### src/rtl/vga_scan_ctrl_if.sv
// vga_scan_ctrl_if -- signal bundle between the VGA scan controller and
// its consumers (DAC/sync pins and the frame-buffer address generator).
//
// Signals:
//   i_en           scan enable, driven by the consumer side
//   o_hsync_n      horizontal sync, active-low
//   o_vsync_n      vertical sync, active-low
//   o_blank_n      DAC blank, high inside the active area
//   o_show_en      coordinates valid for the address generator
//   o_x_cord       active line number
//   o_y_cord       active pixel within the line
//   o_frame_start  one-cycle pulse at pixel (0,0)
//   o_vblank_pulse one-cycle pulse right after the last active pixel
//   o_frame_cnt    frame counter
//
// Modports:
//   master  the scan controller (owns the timing outputs)
//   slave   the consumer (drives the enable, observes the timing)
interface vga_scan_ctrl_if;
  logic       i_en;
  logic       o_hsync_n;
  logic       o_vsync_n;
  logic       o_blank_n;
  logic       o_show_en;
  logic [9:0] o_x_cord;
  logic [9:0] o_y_cord;
  logic       o_frame_start;
  logic       o_vblank_pulse;
  logic [7:0] o_frame_cnt;

  modport master (
    input  i_en,
    output o_hsync_n, o_vsync_n, o_blank_n, o_show_en,
    output o_x_cord, o_y_cord, o_frame_start, o_vblank_pulse, o_frame_cnt
  );

  modport slave (
    output i_en,
    input  o_hsync_n, o_vsync_n, o_blank_n, o_show_en,
    input  o_x_cord, o_y_cord, o_frame_start, o_vblank_pulse, o_frame_cnt
  );
endinterface

### src/rtl/vga_scan_ctrl.sv
// vga_scan_ctrl -- VGA raster scan timing generator.
//
// A horizontal counter (0..H_TOTAL-1) and a vertical counter
// (0..V_TOTAL-1) walk the raster one pixel per clock while enabled.
// Every output is registered one cycle after the counter state that
// produces it. While the enable is low the counters park at (0,0) and the
// outputs sit at their idle values; the frame counter keeps its value.
//
// Ports:
//   i_clk    pixel clock (single clock domain)
//   i_rst_n  asynchronous active-low reset, released synchronously
//   bus      vga_scan_ctrl_if.master: i_en in, timing/coordinate outputs
//
// Build option:
//   VGA_PIPE_DELAY_EN  when defined, o_hsync_n/o_vsync_n/o_blank_n are
//                      delayed by two extra cycles relative to the
//                      coordinates to line up with memory + RGB decode
//                      latency. Undefined: all outputs share one cycle.
module vga_scan_ctrl #(
  parameter int H_ACTIVE = 640,
  parameter int H_FP     = 16,
  parameter int H_SYNC   = 96,
  parameter int H_BP     = 48,
  parameter int V_ACTIVE = 480,
  parameter int V_FP     = 10,
  parameter int V_SYNC   = 2,
  parameter int V_BP     = 33
) (
  input logic             i_clk,
  input logic             i_rst_n,
  vga_scan_ctrl_if.master bus
);

  localparam int H_TOTAL = H_ACTIVE + H_FP + H_SYNC + H_BP;
  localparam int V_TOTAL = V_ACTIVE + V_FP + V_SYNC + V_BP;
  // One spare value so the sync end bound still fits when a back porch is 0.
  localparam int HW = $clog2(H_TOTAL + 1);
  localparam int VW = $clog2(V_TOTAL + 1);

  localparam logic [HW-1:0] H_ACT_C    = HW'(H_ACTIVE);
  localparam logic [HW-1:0] H_LAST_C   = HW'(H_TOTAL - 1);
  localparam logic [HW-1:0] HS_BEG_C   = HW'(H_ACTIVE + H_FP);
  localparam logic [HW-1:0] HS_END_C   = HW'(H_ACTIVE + H_FP + H_SYNC);
  localparam logic [VW-1:0] V_ACT_C    = VW'(V_ACTIVE);
  localparam logic [VW-1:0] V_LAST_C   = VW'(V_TOTAL - 1);
  localparam logic [VW-1:0] V_ACTL_C   = VW'(V_ACTIVE - 1);
  localparam logic [VW-1:0] VS_BEG_C   = VW'(V_ACTIVE + V_FP);
  localparam logic [VW-1:0] VS_END_C   = VW'(V_ACTIVE + V_FP + V_SYNC);

  logic [HW-1:0] hcnt_r, hcnt_nxt_s;
  logic [VW-1:0] vcnt_r, vcnt_nxt_s;
  logic          active_s, hsync_s, vsync_s, first_px_s, vblank_s;

  logic          hsync_n_r, vsync_n_r, blank_n_r, show_en_r;
  logic [9:0]    x_cord_r, y_cord_r;
  logic          frame_start_r, vblank_pulse_r;
  logic [7:0]    frame_cnt_r;

  // Next raster position and decode of the current position.
  always_comb begin
    hcnt_nxt_s = hcnt_r;
    vcnt_nxt_s = vcnt_r;
    if (hcnt_r == H_LAST_C) begin
      hcnt_nxt_s = {HW{1'b0}};
      if (vcnt_r == V_LAST_C) begin
        vcnt_nxt_s = {VW{1'b0}};
      end else begin
        vcnt_nxt_s = vcnt_r + VW'(1);
      end
    end else begin
      hcnt_nxt_s = hcnt_r + HW'(1);
      vcnt_nxt_s = vcnt_r;
    end

    active_s   = (hcnt_r < H_ACT_C) && (vcnt_r < V_ACT_C);
    hsync_s    = (hcnt_r >= HS_BEG_C) && (hcnt_r < HS_END_C);
    vsync_s    = (vcnt_r >= VS_BEG_C) && (vcnt_r < VS_END_C);
    first_px_s = (hcnt_r == {HW{1'b0}}) && (vcnt_r == {VW{1'b0}});
    // Counter sits one past the last active pixel of the last active line.
    vblank_s   = (hcnt_r == H_ACT_C) && (vcnt_r == V_ACTL_C);
  end

  // Raster counters: advance while enabled, parked at the origin otherwise.
  always_ff @(posedge i_clk or negedge i_rst_n) begin
    if (!i_rst_n) begin
      hcnt_r <= {HW{1'b0}};
      vcnt_r <= {VW{1'b0}};
    end else if (bus.i_en) begin
      hcnt_r <= hcnt_nxt_s;
      vcnt_r <= vcnt_nxt_s;
    end else begin
      hcnt_r <= {HW{1'b0}};
      vcnt_r <= {VW{1'b0}};
    end
  end

  // Registered timing outputs; the frame counter survives a disable.
  always_ff @(posedge i_clk or negedge i_rst_n) begin
    if (!i_rst_n) begin
      hsync_n_r      <= 1'b1;
      vsync_n_r      <= 1'b1;
      blank_n_r      <= 1'b0;
      show_en_r      <= 1'b0;
      x_cord_r       <= 10'd0;
      y_cord_r       <= 10'd0;
      frame_start_r  <= 1'b0;
      vblank_pulse_r <= 1'b0;
      frame_cnt_r    <= 8'd0;
    end else if (bus.i_en) begin
      hsync_n_r      <= ~hsync_s;
      vsync_n_r      <= ~vsync_s;
      blank_n_r      <= active_s;
      show_en_r      <= active_s;
      x_cord_r       <= active_s ? 10'(vcnt_r) : 10'd0;
      y_cord_r       <= active_s ? 10'(hcnt_r) : 10'd0;
      frame_start_r  <= first_px_s;
      vblank_pulse_r <= vblank_s;
      frame_cnt_r    <= frame_cnt_r + {7'd0, vblank_s};
    end else begin
      hsync_n_r      <= 1'b1;
      vsync_n_r      <= 1'b1;
      blank_n_r      <= 1'b0;
      show_en_r      <= 1'b0;
      x_cord_r       <= 10'd0;
      y_cord_r       <= 10'd0;
      frame_start_r  <= 1'b0;
      vblank_pulse_r <= 1'b0;
    end
  end

`ifdef VGA_PIPE_DELAY_EN
  // Bit order {hsync_n, vsync_n, blank_n}; idle means syncs high, blanked.
  localparam logic [2:0] SYNC_IDLE_C = 3'b110;
  logic [2:0] sync_d1_r, sync_d2_r;

  // Two-stage delay of the DAC-side strobes, flushed to idle when disabled.
  always_ff @(posedge i_clk or negedge i_rst_n) begin
    if (!i_rst_n) begin
      sync_d1_r <= SYNC_IDLE_C;
      sync_d2_r <= SYNC_IDLE_C;
    end else if (bus.i_en) begin
      sync_d1_r <= {hsync_n_r, vsync_n_r, blank_n_r};
      sync_d2_r <= sync_d1_r;
    end else begin
      sync_d1_r <= SYNC_IDLE_C;
      sync_d2_r <= SYNC_IDLE_C;
    end
  end

  assign bus.o_hsync_n = sync_d2_r[2];
  assign bus.o_vsync_n = sync_d2_r[1];
  assign bus.o_blank_n = sync_d2_r[0];
`else
  assign bus.o_hsync_n = hsync_n_r;
  assign bus.o_vsync_n = vsync_n_r;
  assign bus.o_blank_n = blank_n_r;
`endif

  assign bus.o_show_en      = show_en_r;
  assign bus.o_x_cord       = x_cord_r;
  assign bus.o_y_cord       = y_cord_r;
  assign bus.o_frame_start  = frame_start_r;
  assign bus.o_vblank_pulse = vblank_pulse_r;
  assign bus.o_frame_cnt    = frame_cnt_r;

endmodule

### src/flat_wrapper.sv
// flat-port wrapper written by rule: the top's interface ports become plain ports
module vga_scan_ctrl_flat 
#(
  parameter int H_ACTIVE = 640,
  parameter int H_FP     = 16,
  parameter int H_SYNC   = 96,
  parameter int H_BP     = 48,
  parameter int V_ACTIVE = 480,
  parameter int V_FP     = 10,
  parameter int V_SYNC   = 2,
  parameter int V_BP     = 33
)
  (i_clk, i_rst_n, bus_i_en, bus_o_hsync_n, bus_o_vsync_n, bus_o_blank_n, bus_o_show_en, bus_o_x_cord, bus_o_y_cord, bus_o_frame_start, bus_o_vblank_pulse, bus_o_frame_cnt);
  vga_scan_ctrl_if bus_i ();
  input logic i_clk;
  input logic i_rst_n;
  input wire logic [$bits(bus_i.i_en)-1:0] bus_i_en;
  output wire logic [$bits(bus_i.o_hsync_n)-1:0] bus_o_hsync_n;
  output wire logic [$bits(bus_i.o_vsync_n)-1:0] bus_o_vsync_n;
  output wire logic [$bits(bus_i.o_blank_n)-1:0] bus_o_blank_n;
  output wire logic [$bits(bus_i.o_show_en)-1:0] bus_o_show_en;
  output wire logic [$bits(bus_i.o_x_cord)-1:0] bus_o_x_cord;
  output wire logic [$bits(bus_i.o_y_cord)-1:0] bus_o_y_cord;
  output wire logic [$bits(bus_i.o_frame_start)-1:0] bus_o_frame_start;
  output wire logic [$bits(bus_i.o_vblank_pulse)-1:0] bus_o_vblank_pulse;
  output wire logic [$bits(bus_i.o_frame_cnt)-1:0] bus_o_frame_cnt;
  assign bus_i.i_en = bus_i_en;
  assign bus_o_hsync_n = bus_i.o_hsync_n;
  assign bus_o_vsync_n = bus_i.o_vsync_n;
  assign bus_o_blank_n = bus_i.o_blank_n;
  assign bus_o_show_en = bus_i.o_show_en;
  assign bus_o_x_cord = bus_i.o_x_cord;
  assign bus_o_y_cord = bus_i.o_y_cord;
  assign bus_o_frame_start = bus_i.o_frame_start;
  assign bus_o_vblank_pulse = bus_i.o_vblank_pulse;
  assign bus_o_frame_cnt = bus_i.o_frame_cnt;
  vga_scan_ctrl #(.H_ACTIVE(H_ACTIVE), .H_FP(H_FP), .H_SYNC(H_SYNC), .H_BP(H_BP), .V_ACTIVE(V_ACTIVE), .V_FP(V_FP), .V_SYNC(V_SYNC), .V_BP(V_BP)) u_core (.i_clk(i_clk), .i_rst_n(i_rst_n), .bus(bus_i));
endmodule
### config.mk
export PLATFORM = sky130hd
export DESIGN_NAME = vga_scan_ctrl_flat
export DESIGN_NICKNAME = d
export VERILOG_FILES = /design/src/rtl/vga_scan_ctrl_if.sv /design/src/rtl/vga_scan_ctrl.sv /design/src/flat_wrapper.sv
export SDC_FILE = /design/constraint.sdc
export NUM_CORES = 1
export LEC_CHECK = 0
export BUFFER_PORTS_ARGS = -buffer_cell sky130_fd_sc_hd__buf_2
export CAP_MARGIN = 0
export CORE_AREA = 3 3 102 104
export DETAILED_ROUTE_END_ITERATION = 7
export DIE_AREA = 0 0 105 107
export SKIP_CTS_REPAIR_TIMING = 1
export SYNTH_ARGS = -nofsm -noshare
export SYNTH_HDL_FRONTEND = slang
export SYNTH_SLANG_ARGS = --single-unit
### constraint.sdc
create_clock -name i_clk -period 2.2 [get_ports i_clk]
set_clock_uncertainty 0.15 [all_clocks]
set_input_delay 0.22 -clock i_clk [delete_from_list [all_inputs] [get_ports i_clk]]
set_output_delay 0.22 -clock i_clk [all_outputs]
set_load 0.02 [all_outputs]
==> results.json <==
{
  "worstRegToRegCells": 6,
  "io_buffers": 36,
  "tritoncts": "done",
  "clock_sinks": 53,
  "ys_types": 36,
  "finalCritPeriodShare": 0.936,
  "postSynthAreaPerCell_um2": 10.8,
  "final-setup-viol-count": 0,
  "cts_root_buf": "clkbuf_8",
  "grt.busiest_layer": "met2",
  "status": "completed",
  "worst-path-max-fanout": 11,
  "coreArea_um2": 9640,
  "met1_usage": 0.137,
  "hp-class": "input port to flop",
  "drc": 0,
  "clockBufferDepth": 2,
  "async_flop_share": 1.00,
  "place_congestion": 0.868,
  "synth_flop_cell": "dfrtp_1",
  "clk_latency_ps": 310,
  "antenna_cells": 0,
  "synth_seq_cells": 53,
  "nets": 274,
  "p_leak_uw": 0.00139,
  "path_class": "flop to flop",
  "hold_depth": 3,
  "multi_input_area_um2": 941,
  "slew_headroom": 0.580,
  "hold_viol_final": 0,
  "fin_setup_tns_ps": 0,
  "die_w_um": 105,
  "syn_inst": 218,
  "areaGrowthSynthToFinish_pct": 22.6,
  "fmax_mhz": 486,
  "ant_nets": 0,
  "drt_iter0_drc": 181,
  "peakVddDrop_uv": 258,
  "antenna_found_initial": 0,
  "syn_nets": 227,
  "grt_pass1_vias": 1733,
  "grt_overflow": 0,
  "hpwl_mm": 3.71,
  "syn-cell-area_um2": 2360,
  "met3_usage": 0.0289,
  "endpoint_kind": "flop",
  "first_pass_iters": 4,
  "worstPathRequired_ps": 2310,
  "cts_buffers": 5,
  "whs_ps": 145,
  "avgRoutedWirePerCell_um": 13.1,
  "start_util": 0.245,
  "fillCellCount": 1036,
  "grt_usage": 0.0986,
  "p_total_uw": 1690,
  "grt_max_degree": 28,
  "power_density_nw_per_um2": 582,
  "rows": 36,
  "maxSlewViolCount": 0,
  "synth_edf_count": 0,
  "clk_pin_slew_worst_paths_ps": 100,
  "grt_pass1_wl_mm": 8.83,
  "cp-start-kind": "flop",
  "yosysSeqAreaShare": 0.563,
  "arrival_ps": 2170,
  "drive_gt1_frac": 0.256,
  "routed_wl_mm": 5.23,
  "vias": 1779,
  "chipHeight_um": 107,
  "dieArea_um2": 11200,
  "rsz0062_at_grt": "no",
  "maxCapViolCount": 0,
  "via_per_inst": 4.46,
  "io_pins": 37,
  "post-route-min-period_ps": 2060,
  "htreeDepth": 2,
  "seqCellArea_um2": 1330,
  "worstMarginPinSlew_ps": 629,
  "met2_usage": 0.147,
  "yosysWarnings": 0
}
-- cells by family (layout without fill, tap and decap cells) --
| family | Yosys count | count (layout) | synth area share |
|---|---|---|---|
| xor+xnor | 14 | 14 | 0.0519 |
| flops | 53 | 53 | 0.563 |
| mux | 4 | 4 | 0.0180 |
| compound gates | 18 | 18 | 0.0493 |
| simple gates | 98 | 98 | 0.241 |
| other cells | 1 | 1 | 0.00159 |
| fa+ha+maj | 6 | 6 | 0.0318 |
| buf+inv | 24 | 72 | 0.0435 |
-- power breakdown --
group | switching [uW] | total (uW) | internal (uW)
Clock | 327 | 553 | 226
Sequential | 12.2 | 1000 | 990
Combinational | 83.4 | 131 | 47.2
Total | 422 | 1690 | 1260
-- cell usage after synthesis, types with 3 or more instances --
master	instances	area, um2
and3_1	5	31.3
xor2_1	6	52.6
xnor2_1	8	70.1
nand4_1	14	87.6
and2_1	14	87.6
nor2_1	10	37.5
a31oi_1	7	43.8
clkbuf_1	5	18.8
buf_2	7	35.0
nand2_1	14	52.6
nor4_1	11	68.8
ha_1	6	75.1
o22ai_1	3	18.8
nor3_1	3	15.0
and4_1	5	43.8
nand2b_1	3	18.8
inv_1	10	37.5
nand3_1	9	45.0
dfrtp_1	51	1280
o21ai_0	4	20.0
-- state kept, by name, summed over array words and instances (netlist names) --
register and flops:
u_core.bus.o_frame_start 1, u_core.hcnt_r 10, u_core.bus.o_x_cord 10, u_core.bus.o_vsync_n 1
u_core.bus.o_hsync_n 1, u_core.bus.o_y_cord 10, u_core.bus.o_frame_cnt 8, u_core.bus.o_vblank_pulse 1
u_core.vcnt_r 10, u_core.bus.o_blank_n 1
-- layer usage --
metal  routed length, um  vias to the layer above
li1                    -                      871
met1                2580                      859
met2                2260                       44
met3                 325                        5
met4                  64                        0
met5                   0                        -
-- stage by stage --
| step | std cells | util | area [um2] | setup slack, ps |
|---|---|---|---|---|
| 2_1_floorplan | 218 | - | 2360 | 180 |
| 3_3_place_gp | 390 | 0.289 | 2780 | 73.7 |
| 3_5_place_dp | 390 | 0.289 | 2780 | 59.3 |
| 4_1_cts | 398 | 0.298 | 2870 | 32.1 |
| 5_1_grt | 399 | 0.300 | 2900 | 9.39 |
| 6_report | 399 | 0.300 | 2900 | 141 |
-- final timing paths --
path,start,to,slack [ps]
min reg2reg,u_core.bus.o_frame_cnt[7],u_core.bus.o_frame_cnt[7],320
max reg2reg,u_core.hcnt_r[0],u_core.vcnt_r[4],140
max in group asynchronous,i_rst_n,u_core.bus.o_y_cord[0],1030
min in group asynchronous,i_rst_n,u_core.vcnt_r[4],310
max,u_core.hcnt_r[0],u_core.vcnt_r[4],140
min,bus_i_en,u_core.bus.o_x_cord[6],150
-- layout make-up --
cell class | count | share of cell area
inverter | 10 | 0.0130
timing repair buffer | 54 | 0.114
clock inverter | 3 | 0.00778
multi-input combinational | 141 | 0.325
clock buffer | 5 | 0.0238
tap | 133 | 0.0575
sequential | 53 | 0.459
-- cells in the final DEF, fill, tap and decap left out, types with 3 or more instances in the layout --
| cell | count |
|---|---|
| nand2b_1 | 3 |
| o21ai_0 | 4 |
| dfrtp_1 | 51 |
| xnor2_1 | 8 |
| o22ai_1 | 3 |
| clkbuf_8 | 5 |
| ha_1 | 6 |
| nor2_1 | 10 |
| nand4_1 | 14 |
| buf_4 | 16 |
| nor4_1 | 11 |
| nand2_1 | 14 |
| and4_1 | 5 |
| and2_1 | 14 |
| buf_2 | 36 |
| and3_1 | 5 |
| inv_1 | 10 |
| xor2_1 | 6 |
| nand3_1 | 9 |
| a31oi_1 | 7 |
-- worst max-delay path: stages (launching register included) --
cell and delay [ps]:
dfrtp_1 360, buf_4 120, ha_1 220, nand4_1 160, o41a_1 530, nor4b_1 340, a211o_1 130
Power figures use the tool's default switching activity.
